## config.mk

```make
export PLATFORM = sky130hd
export DESIGN_NAME = fp_div_ieee
export DESIGN_NICKNAME = d
export VERILOG_FILES = /design/src/rtl/fp_div_ieee.sv
export SDC_FILE = /design/constraint.sdc
export NUM_CORES = 1
export LEC_CHECK = 0
export ABC_AREA = 0
export BUFFER_PORTS_ARGS = -buffer_cell sky130_fd_sc_hd__buf_2
export CAP_MARGIN = 20
export CELL_PAD_IN_SITES_DETAIL_PLACEMENT = 1
export CELL_PAD_IN_SITES_GLOBAL_PLACEMENT = 1
export CORE_AREA = 2 2 151 153
export CTS_BUF_LIST = sky130_fd_sc_hd__clkbuf_4 sky130_fd_sc_hd__clkbuf_8
export CTS_CLUSTER_SIZE = 16
export DETAILED_ROUTE_END_ITERATION = 7
export DIE_AREA = 0 0 153 155
export PLACE_DENSITY_LB_ADDON = 0.1
export SYNTH_ARGS = -nofsm -noshare
export SYNTH_HDL_FRONTEND = slang
export SYNTH_SLANG_ARGS = --single-unit
```

## constraint.sdc

```tcl
create_clock -name clk -period 12.25 [get_ports clk]
set_clock_uncertainty 0.15 [all_clocks]
set_input_delay 3.0625 -clock clk [delete_from_list [all_inputs] [get_ports clk]]
set_output_delay 3.0625 -clock clk [all_outputs]
set_load 0.005 [all_outputs]
```

## src/rtl/fp_div_ieee.sv

```systemverilog
// fp_div_ieee: sequential IEEE-754-style divider, radix-2 restoring, RNE rounding, subnormals flushed to zero.
// Latency: specials finish 2 cycles after the start cycle; normal operands finish MAN_W+4 cycles after it (27 for 8/23).
// Backpressure: start is taken only in IDLE (including the done cycle); while an operation runs, start is ignored.
// Ports: clk/rst (async, active-high); start/busy/done handshake; op_a/op_b {sign,exp,frac} in;
//        res out (held until the next completion); overflow/underflow/invalid/div_by_zero/inexact valid with done.
module fp_div_ieee #(
  parameter int EXP_W = 8,
  parameter int MAN_W = 23
) (
  input  logic                   clk,
  input  logic                   rst,
  input  logic                   start,
  output logic                   busy,
  output logic                   done,
  input  logic [EXP_W+MAN_W:0]   op_a,
  input  logic [EXP_W+MAN_W:0]   op_b,
  output logic [EXP_W+MAN_W:0]   res,
  output logic                   overflow,
  output logic                   underflow,
  output logic                   invalid,
  output logic                   div_by_zero,
  output logic                   inexact
);

  localparam int W  = 1 + EXP_W + MAN_W;
  localparam int N  = MAN_W + 2;
  localparam int EW = EXP_W + 2;
  localparam int CW = $clog2(N);
  localparam logic [EW-1:0]    BIAS     = EW'((1 << (EXP_W - 1)) - 1);
  localparam logic [EW-1:0]    EMAX     = {2'b00, {EXP_W{1'b1}}};
  localparam logic [EW-1:0]    E_ONE    = EW'(1);
  localparam logic [EXP_W-1:0] EXP_ONES = '1;

  typedef enum logic [1:0] {S_IDLE, S_CHECK, S_DIV, S_ROUND} state_t;

  state_t           state_q, state_d;
  logic [W-1:0]     a_q, a_d, b_q, b_d, res_q, res_d;
  logic [MAN_W+1:0] rem_q, rem_d;
  logic [MAN_W:0]   quo_q, quo_d;   // quotient bits below the leading 1: MAN_W fraction bits + guard
  logic [EW-1:0]    e_q, e_d;       // two's complement, wide enough for under/overflow
  logic [CW-1:0]    cnt_q, cnt_d;
  logic [4:0]       flg_q, flg_d;   // {overflow, underflow, invalid, div_by_zero, inexact}
  logic             done_q, done_d;

  // Operand fields come from the captured copies, which stay put for the whole operation.
  logic             sign_s;
  logic [EXP_W-1:0] exp_a, exp_b;
  logic [MAN_W-1:0] frac_a, frac_b;
  logic             zero_a, zero_b, inf_a, inf_b, nan_a, nan_b, snan_a, snan_b;

  assign sign_s = a_q[W-1] ^ b_q[W-1];
  assign exp_a  = a_q[W-2:MAN_W];
  assign exp_b  = b_q[W-2:MAN_W];
  assign frac_a = a_q[MAN_W-1:0];
  assign frac_b = b_q[MAN_W-1:0];
  assign zero_a = (exp_a == '0);
  assign zero_b = (exp_b == '0);
  assign inf_a  = (exp_a == EXP_ONES) && (frac_a == '0);
  assign inf_b  = (exp_b == EXP_ONES) && (frac_b == '0);
  assign nan_a  = (exp_a == EXP_ONES) && (frac_a != '0);
  assign nan_b  = (exp_b == EXP_ONES) && (frac_b != '0);
  assign snan_a = nan_a && !frac_a[MAN_W-1];
  assign snan_b = nan_b && !frac_b[MAN_W-1];

  logic [MAN_W:0]   ma, mb;
  logic [EW-1:0]    e_init;
  logic             a_lt_b;
  logic [MAN_W+1:0] rem_init, rem_first, rem_sub;
  logic             rem_ge;

  assign ma     = {1'b1, frac_a};
  assign mb     = {1'b1, frac_b};
  assign e_init = {2'b00, exp_a} - {2'b00, exp_b} + BIAS;
  assign a_lt_b = (ma < mb);
  // Pre-normalising the dividend puts the quotient in [1,2), so its leading bit is always 1.
  // That first subtraction is done here, during CHECK, leaving N-1 bits for the DIV loop.
  assign rem_init  = a_lt_b ? {ma, 1'b0} : {1'b0, ma};
  assign rem_first = rem_init - {1'b0, mb};
  assign rem_ge    = (rem_q >= {1'b0, mb});
  assign rem_sub   = rem_q - {1'b0, mb};

  logic           guard, sticky, round_up;
  logic [MAN_W:0] frac_rnd;   // MSB is the carry into the hidden bit
  logic [EW-1:0]  e_rnd;
  logic           ovf_rnd, unf_rnd;

  assign guard    = quo_q[0];
  assign sticky   = |rem_q;
  assign round_up = guard & (sticky | quo_q[1]);
  // The hidden bit is always 1, so a carry out of the fraction renormalises to 1.0: fraction 0, exponent +1.
  assign frac_rnd = {1'b0, quo_q[MAN_W:1]} + {{MAN_W{1'b0}}, round_up};
  assign e_rnd    = e_q + {{(EW-1){1'b0}}, frac_rnd[MAN_W]};
  assign ovf_rnd  = !e_rnd[EW-1] && (e_rnd >= EMAX);
  assign unf_rnd  = e_rnd[EW-1] || (e_rnd == '0);

  logic [W-1:0] qnan_w, inf_w, zero_w;
  assign qnan_w = {1'b0, EXP_ONES, 1'b1, {(MAN_W-1){1'b0}}};
  assign inf_w  = {sign_s, EXP_ONES, {MAN_W{1'b0}}};
  assign zero_w = {sign_s, {(W-1){1'b0}}};

  always_comb begin
    state_d = state_q;
    a_d     = a_q;
    b_d     = b_q;
    res_d   = res_q;
    rem_d   = rem_q;
    quo_d   = quo_q;
    e_d     = e_q;
    cnt_d   = cnt_q;
    flg_d   = flg_q;
    done_d  = 1'b0;
    case (state_q)
      S_IDLE: begin
        if (start) begin
          a_d     = op_a;
          b_d     = op_b;
          flg_d   = '0;
          state_d = S_CHECK;
        end
      end
      S_CHECK: begin
        done_d  = 1'b1;
        state_d = S_IDLE;
        if (nan_a || nan_b || (zero_a && zero_b) || (inf_a && inf_b)) begin
          res_d    = qnan_w;
          flg_d[2] = snan_a || snan_b || (zero_a && zero_b) || (inf_a && inf_b);
        end else if (inf_a) begin
          res_d = inf_w;
        end else if (zero_b) begin
          res_d    = inf_w;
          flg_d[1] = 1'b1;
        end else if (inf_b || zero_a) begin
          res_d = zero_w;
        end else begin
          done_d  = 1'b0;
          state_d = S_DIV;
          e_d     = a_lt_b ? (e_init - E_ONE) : e_init;
          rem_d   = rem_first << 1;
          quo_d   = '0;
          cnt_d   = '0;
        end
      end
      S_DIV: begin
        quo_d = {quo_q[MAN_W-1:0], rem_ge};
        rem_d = rem_ge ? (rem_sub << 1) : (rem_q << 1);
        cnt_d = cnt_q + CW'(1);
        if (cnt_q == CW'(N - 2)) begin
          state_d = S_ROUND;
        end
      end
      S_ROUND: begin
        done_d  = 1'b1;
        state_d = S_IDLE;
        if (ovf_rnd) begin
          res_d = inf_w;
          flg_d = 5'b10001;
        end else if (unf_rnd) begin
          res_d = zero_w;
          flg_d = 5'b01001;
        end else begin
          res_d = {sign_s, e_rnd[EXP_W-1:0], frac_rnd[MAN_W-1:0]};
          flg_d = {4'b0000, guard | sticky};
        end
      end
      default: state_d = S_IDLE;
    endcase
  end

  always_ff @(posedge clk or posedge rst) begin
    if (rst) begin
      state_q <= S_IDLE;
      a_q     <= '0;
      b_q     <= '0;
      res_q   <= '0;
      rem_q   <= '0;
      quo_q   <= '0;
      e_q     <= '0;
      cnt_q   <= '0;
      flg_q   <= '0;
      done_q  <= 1'b0;
    end else begin
      state_q <= state_d;
      a_q     <= a_d;
      b_q     <= b_d;
      res_q   <= res_d;
      rem_q   <= rem_d;
      quo_q   <= quo_d;
      e_q     <= e_d;
      cnt_q   <= cnt_d;
      flg_q   <= flg_d;
      done_q  <= done_d;
    end
  end

  // busy stays up through the done cycle even though a new start is already taken there.
  assign busy        = (state_q != S_IDLE) || done_q;
  assign done        = done_q;
  assign res         = res_q;
  assign overflow    = flg_q[4];
  assign underflow   = flg_q[3];
  assign invalid     = flg_q[2];
  assign div_by_zero = flg_q[1];
  assign inexact     = flg_q[0];

endmodule

```

# Word-level counts from Yosys, hierarchy flattened
# Index checks and enable logic that the tools add are counted.
# word_totals
ff_bits,168
out_inout_bits,39
elab_cells,136
# classes
n_addsub,8
n_lt_le_gt_ge,3
eq_ne,15
mux,47
bitwise_logic,8
n_reduce_logical,43
# op_table
op,n
32-bit two-way mux,4
25-bit two-way mux,5
24-bit two-way mux,5
32-bit one-hot mux with 2 select lines,1
31-bit two-way mux,2
25-bit one-hot mux with 2 select lines,1
24-bit one-hot mux with 2 select lines,1
24-bit subtractor,2
23-bit logical NOT,2
23-bit nonzero test,2
5-bit two-way mux,6
25-bit by 24-bit greater-or-equal comparator with 1-bit output,1
25-bit OR reduction,1
23-bit by 1-bit adder with 24-bit output,1
24-bit < comparator,1
8-bit == test (second input constant),2
8-bit logical NOT,2
2-bit != test (second input constant),8
5-bit AND reduction,3
2-bit two-way mux,6
10-bit by 1-bit adder with 10-bit output,1
9-bit by 8-bit adder with 10-bit output (second input constant),1
10-bit by 8-bit greater-or-equal comparator with 1-bit output (second input constant),1
10-bit logical NOT,1
27 further kinds,64

# Logic depth before layout (Yosys ltp)
# Gate-level depths: netlist of the first run.
# logic_depth
ltp_word,10
mapped_depth,21

# Worst setup path after synthesis of the first run
# Ideal clock, no wire load.
# synth_timing
kind,register to register
startpoint,reg a_q[17]
endpoint,reg rem_q[22]
setup_time_ps,87
t_arrival_ps,4568
required_time_ps,12013
setup_slack_ps,7446
path_stages_with_launch,20
n_path_buf,2
path_cell_list,dfrtp_1 > ha_1 > a21o_1 > a21o_1 > a21oi_1 > o221ai_1 > a21oi_1 > clkbuf_1 > buf_1 > mux2_2 > ha_1 > a21o_1 > a21oi_1 > nor2_1 > o41a_1 > a221o_1 > a21oi_1 > o21ai_0 > xnor2_1 > a211oi_2
# synth_via
elab_chain_cells,8
word_cells_on_any_way,19
# synth_rtl
item,line,text
start: declaration,37,"logic [W-1:0] a_q, a_d, b_q, b_d, res_q, res_d;"
start signal: assignment,172,a_q <= '0;
start signal: assignment,183,a_q <= a_d;
24-bit < comparator,74,assign a_lt_b = (ma < mb);
24-bit two-way mux,77,"assign rem_init = a_lt_b ? {ma, 1'b0} : {1'b0, ma};"
24-bit subtractor,78,"assign rem_first = rem_init - {1'b0, mb};"
25-bit two-way mux,132,end else if (inf_b || zero_a) begin
25-bit two-way mux,129,end else if (zero_b) begin
25-bit two-way mux,127,end else if (inf_a) begin
25-bit two-way mux,124,if (nan_a || nan_b || (zero_a && zero_b) || (inf_a && inf_b)) begin
25-bit one-hot mux with 2 select lines,112,case (state_q)
end signal: assignment,186,rem_q <= rem_d;
end: declaration,38,"logic [MAN_W+1:0] rem_q, rem_d;"
# Parallel ways exist; a longest one is shown, timed or not. The select of a mux whose other input is x is not followed.
# A chain may end at the register's enable or synchronous reset.

# Worst setup path in the final report of the first run
# layout_timing
startpoint,reg b_q[1]
endpoint,reg rem_q[21]
# layout_via
elab_chain_cells,8
word_cells_on_any_way,23
# layout_rtl
item,line,text
start: declaration,37,
start signal: assignment,173,b_q <= '0;
start signal: assignment,184,b_q <= b_d;
24-bit < comparator,74,
24-bit two-way mux,77,
24-bit subtractor,78,
25-bit two-way mux,132,
25-bit two-way mux,129,
25-bit two-way mux,127,
25-bit two-way mux,124,
25-bit one-hot mux with 2 select lines,112,
# Parallel ways exist; a longest one is shown, timed or not. The select of a mux whose other input is x is not followed.

==> flow_summary.yaml, run 1 <==
cells_and_area:
  area_growth_pct: 11.00
  seq_area_um2: 4179
  fin_nets: 1468
  fillers: 2598
  drive_above_1_share_pct: 19.55
  multiInputGateArea_um2: 6845
  layout_common_cells: "167 x dfrtp_1, 142 x nand2_1, 105 x buf_2, 86 x mux2_2, 86 x ha_1"
  final_common_cell: "dfrtp_1"
timing:
  rsz0062_at_grt: "no"
  setup_viol: 0
  layout_min_cycle_time_ps: 5213
  maxSlewHeadroom_pct: 36.87
  layout_setup_ws_ps: 7037
  slew_viol_final: 0
  tightest_slew_ps: 943.4
  period_share_pct: 42.55
  max_freq_ghz: 0.1918
  setup-tns-final_ps: 0
  final-hold-violation-count: 0
yosys:
  synth_cell_type_count: 76
  ys_seq_area_share_pct: 36.70
  synth-compound-area-share_pct: 17.18
  yosysTopAreaCell: "dfrtp_1"
  synth_nets: 1376
  synth_cells: 1220
  synth_fa_ha_area_share_pct: 9.978
  synth_top_family_by_area: "compound AO/OA/AOI/OAI gates"
  yosysWarnings: 0
  synth.cell_area_um2: 11390
  synth-seq-cells: 167
  synth_top_area_share_pct: 36.70
  synthXorXnorAreaFrac_pct: 6.692
  synth_ff_type: "dfrtp_1"
  yosys.area_share.simple_pct: 16.96
  synth-async-reset-ratio_pct: 100.0
  avgSynthCellArea_um2: 9.333
  synth-edff-count: 0
  synth_mux_area_share_pct: 9.033
  ys_top_cells_by_area: "dfrtp_1 37%, ha_1 9.5%, mux2_2 8.5%, nand2_1 4.7%, xnor2_1 4.1%"
clock_network:
  clock-sinks: 167
  cts_buffers: 17
  path_clk_slew_ps: 110
  cts-root-buf: "clkbuf_8"
  htree_levels: 4
  cts_hold_buf: 0
  cts_tree: "done"
  cts_resized: 0
  post_cts_buffers: 0
  cts.path.max_buffers: 2
  insertion_delay_ps: 490
critical_path:
  crit_fanout: 31
  cp.required_ps: 12430
  path_common_cell: "a31oi_1"
  critPathKind: "flop to flop"
  crit_path_end_kind: "flop"
  crit_arrival_ps: 5400
  crit_buf_inv: 2
  slowest_stage: "dfrtp_1"
  slowest_delay_ps: 570
  startpoint_type: "flop"
  critPathTopFamily: "compound AO/OA/AOI/OAI gates"
  crit_chain: "inv_1, ha_1, nand2_1, o21ai_0, a31oi_1, o21ai_0, a21oi_2, buf_4, nand2b_1, ha_1, fa_1, nor2b_1, nor3_1, o21bai_1, a221o_1, a31oi_1, o21ai_1, a31oi_1, a2111oi_0, a311oi_2"
global_routing:
  antenna_found_initial: 1
  grt_pass1_wl_mm: 54.17
  globalRoute.totalOverflow: 0
  grt_pass1_vias: 10401
  grt_usage_pct: 28.35
  grt_max_degree: 93
floorplan:
  fp.dieW_um: 153
  initial_core_util_pct: 51.22
  num_rows: 55
  core-area_um2: 22230
  dieHeight_um: 155
  dieArea_um2: 23720
  ios: 106
drt:
  drcViolationCount: 0
  wl_mm: 32.84
  vias: 9650
  drtIter0Drc: 478
  drtAntennaViolNets: 0
  wl_per_cell_um: 20.38
  firstDrtPassIters: 4
  via_per_inst: 5.990
placed_design:
  port-buffer-count: 105
  hpwlAfterDp_mm: 24.27
  dp_worst_setup_slack_ps: 7186
  gp_congestion: 0.9452
run_status:
  status: "completed"
job:
  drv_cap: 0
min_path:
  hp-class: "flop to flop"
## kinds of logic after synthesis
group | Yosys count
xor+xnor | 87
mux | 92
compound gates | 295
fa+ha+maj | 89
simple gates | 393
flops | 167
buf+inv | 97
## path summary, 6_finish.rpt
kind / from / end / slack (ps) / depth (start not counted)
setup reg to reg: b_q[1]$_DFFE_PP0P_ / rem_q[21]$_DFFE_PP0P_ / 7040 / 20
hold reg to reg: res[18]$_DFFE_PP0P_ / res[18]$_DFFE_PP0P_ / 340 / 2
max in group asynchronous: rst / quo_q[3]$_DFFE_PP0P_ / 8120 / 4
setup / recovery: b_q[1]$_DFFE_PP0P_ / rem_q[21]$_DFFE_PP0P_ / 7040 / 20
hold / removal: res[18]$_DFFE_PP0P_ / res[18]$_DFFE_PP0P_ / 340 / 2
min in group asynchronous: rst / res[31]$_DFFE_PP0P_ / 2560 / 2
## Yosys cell counts (all sizes together) (12+ instances only)
cell type and count:
dfrtp 167, nand2 145, o21ai 87, ha 86, mux2 86, a21oi 74, inv 54, xnor2 53
nor2 52, nand3 44, xor2 34, clkbuf 33, and3 29, a21o 26, nor4 23, nor3 22
nand4 21, nand2b 12
## worst min-delay path, cell delays in order, from the launching register on
cell	delay (ps)
dfrtp_1	350
nand2_1	50
o21ai_1	60
## final cells by class
cell class | count | share of cell area (%)
Clock inverter | 15 | 1.465
Inverter | 54 | 1.643
Tap cell | 285 | 2.821
Clock buffer | 17 | 1.851
Multi-Input combinational cell | 956 | 54.16
Sequential cell | 167 | 33.07
Antenna cell | 1 | 0.01980
Timing Repair Buffer | 116 | 4.970
## metrics by stage
stage / hold WS, ps / utilization [%] / instance area, um2 / instances
6_report: 341.1 / 56.86 / 12640 / 1611
5_1_grt: 373.2 / 56.86 / 12640 / 1611
4_1_cts: 348.8 / 56.72 / 12610 / 1609
3_5_place_dp: 322.5 / 54.84 / 12190 / 1577
3_3_place_gp: 312.8 / 54.84 / 12190 / 1577
2_1_floorplan: 306.3 / - / 11390 / 1220
## state kept, by name, indices dropped and copies added (netlist names), named ones only
register  flops
a_q          32
b_q          32
cnt_q         5
done          1
e_q          10
flg_q         5
quo_q        24
rem_q        24
res          32
state_q       1
## per-layer routing
metal	wire (um)	GRT usage (%)	up-vias
li1	-	-	4637
met1	13980	34.81	4756
met2	16830	51.74	202
met3	1165	3.593	55
met4	867	9.347	0
met5	0	0	-
Power of run 1 is left out: the tool's default activity adds up to more than one toggle a clock period on the data nets, which glitch-free logic cannot reach.
==> inputs of run 2 (changes only) <==
Settings changed: CORE_AREA 2 2 151 153 to 2 2 158 160, DIE_AREA 0 0 153 155 to 0 0 160 162.
Clock period 12.25 ns to 5.4 ns, I/O delays scaled along.
==> run 2 against run 1 <==
  * Sequential share of layout area shrank 0.17 points
  * Final area grew 0.51%
  * Critical path depth shrank 2
  * Critical path type unchanged
==> flow_summary.yaml, run 2 (synthesized netlist as in run 1, its figures left out) <==
run_status:
  status: "completed"
clock_network:
  insertion_delay_ps: 480
  cts_hold_buf: 0
  path_clk_slew_ps: 100
  cts.path.max_buffers: 2
  cts_resized: 0
  htree_levels: 4
  cts-root-buf: "clkbuf_8"
  post_cts_buffers: 0
  clock-sinks: 167
  cts_buffers: 17
  cts_tree: "done"
cells_and_area:
  seq_area_um2: 4179
  layout_common_cells: "167 x dfrtp_1, 142 x nand2_1, 105 x buf_2, 86 x mux2_2, 86 x ha_1"
  area_growth_pct: 11.57
  fillers: 2844
  final_common_cell: "dfrtp_1"
  drive_above_1_share_pct: 19.73
  fin_nets: 1471
  multiInputGateArea_um2: 6845
critical_path:
  slowest_delay_ps: 550
  r2r_setup_slack_ps: 330
  crit_buf_inv: 2
  r2r_start: "b_q[13]$_DFFE_PP0P_"
  crit_arrival_ps: 5230
  rr_endpoint: "rem_q[21]$_DFFE_PP0P_"
  cp-endpoint: "rem_q[21]$_DFFE_PP0P_"
  r2r.worst_path.cells: 18
  crit_chain: "inv_1, ha_1, a21o_1, a21o_1, a21oi_1, o221ai_1, a21oi_2, buf_4, mux2_2, ha_1, nor2b_1, nor3_1, o21bai_1, a221o_1, a31oi_1, o21ai_1, a2111oi_0, a311oi_2"
  critPathTopFamily: "compound AO/OA/AOI/OAI gates"
  critPathKind: "flop to flop"
  crit_start: "b_q[13]$_DFFE_PP0P_"
  startpoint_type: "flop"
  slowest_stage: "a2111oi_0"
  crit_fanout: 11
  crit_path_end_kind: "flop"
  cp.required_ps: 5570
  cp.depth: 18
floorplan:
  dieHeight_um: 162
  initial_core_util_pct: 47.23
  dieArea_um2: 25920
  fp.dieW_um: 160
  ios: 106
  core-area_um2: 24110
  num_rows: 57
drt:
  drcViolationCount: 0
  wl_per_cell_um: 19.83
  drtAntennaViolNets: 0
  firstDrtPassIters: 5
  drtIter0Drc: 495
  via_per_inst: 5.843
  wl_mm: 32.77
  vias: 9658
global_routing:
  grt_usage_pct: 26.39
  globalRoute.totalOverflow: 0
  antenna_found_initial: 1
  grt_max_degree: 104
  grt_pass1_wl_mm: 54.55
  grt_pass1_vias: 10252
placed_design:
  port-buffer-count: 105
  hpwlAfterDp_mm: 24.70
  gp_congestion: 0.8861
timing:
  slew_viol_final: 0
  setup-tns-final_ps: 0
  max_freq_ghz: 0.1973
  final-hold-violation-count: 0
  layout_min_cycle_time_ps: 5067
  period_share_pct: 93.84
  tightest_slew_ps: 970.5
  rsz0062_at_grt: "no"
  maxSlewHeadroom_pct: 35.06
  setup_viol: 0
min_path:
  hp-class: "flop to flop"
job:
  drv_cap: 0
[run 2: cell types whose count changed in the layout (fill, tap and decap cells not counted)]
cell | previous run | this run
clkinv_4 | 2 | 4
inv_6 | 3 | 2
inv_8 | 5 | 2
buf_4 | 10 | 13
bufinv_16 | 1 | 2
clkbuf_4 | 0 | 1
buf_12 | 0 | 1
clkbuf_8 | 17 | 18
clkinv_8 | 3 | 1
buf_16 | 1 | 0
clkinvlp_4 | 2 | 3
[run 2: through the flow]
| step | instances | hold WS [ps] | utilization (%) | setup WS [ps] | instance area (um2) |
|---|---|---|---|---|---|
| floorplan | 1220 | 306.3 | - | 595.6 | 11390 |
| detailed placement | 1620 | 322.2 | 50.94 | 480.3 | 12280 |
| global route | 1653 | 367.2 | 52.70 | 55.88 | 12700 |
| finish | 1653 | 336.3 | 52.70 | 332.5 | 12700 |
| CTS | 1652 | 347.1 | 52.69 | 380.0 | 12700 |
| global placement | 1620 | 308.0 | 50.94 | 655.7 | 12280 |
[run 2: cell type report]
cell class	instances	area share [%]
clock inverter	13	1.310
timing repair buffer	119	5.063
sequential	167	32.90
multi-input combinational	956	53.89
tap	324	3.191
inverter	54	1.625
clock buffer	19	2.009
antenna	1	0.01970
[run 2: metal layers]
metal	global-route usage, %	up-vias	share of wire, %
li1	-	4637	-
met3	3.090	62	2.9
met5	0	-	0
met1	32.59	4759	43
met4	10.07	0	3.4
met2	47.44	200	51
[run 2: how the worst min path moves through the flow]
stage                               from                   end  slack [ps]  cells after the start
floorplan             e_q[0]$_DFFE_PP0P_    e_q[0]$_DFFE_PP0P_         310                      2
global placement    flg_q[0]$_DFFE_PP0P_  flg_q[0]$_DFFE_PP0P_         310                      2
detailed placement   res[13]$_DFFE_PP0P_   res[13]$_DFFE_PP0P_         320                      2
CTS                  res[13]$_DFFE_PP0P_   res[13]$_DFFE_PP0P_         350                      2
global route         res[18]$_DFFE_PP0P_   res[18]$_DFFE_PP0P_         370                      2
finish               res[13]$_DFFE_PP0P_   res[13]$_DFFE_PP0P_         340                      2
[run 2: tightest hold or removal path: stages (launching register included)]
cell and delay, ps:
dfrtp_1 350, nand2_1 50, o21ai_1 60
Power of run 2 is left out for the same reason.
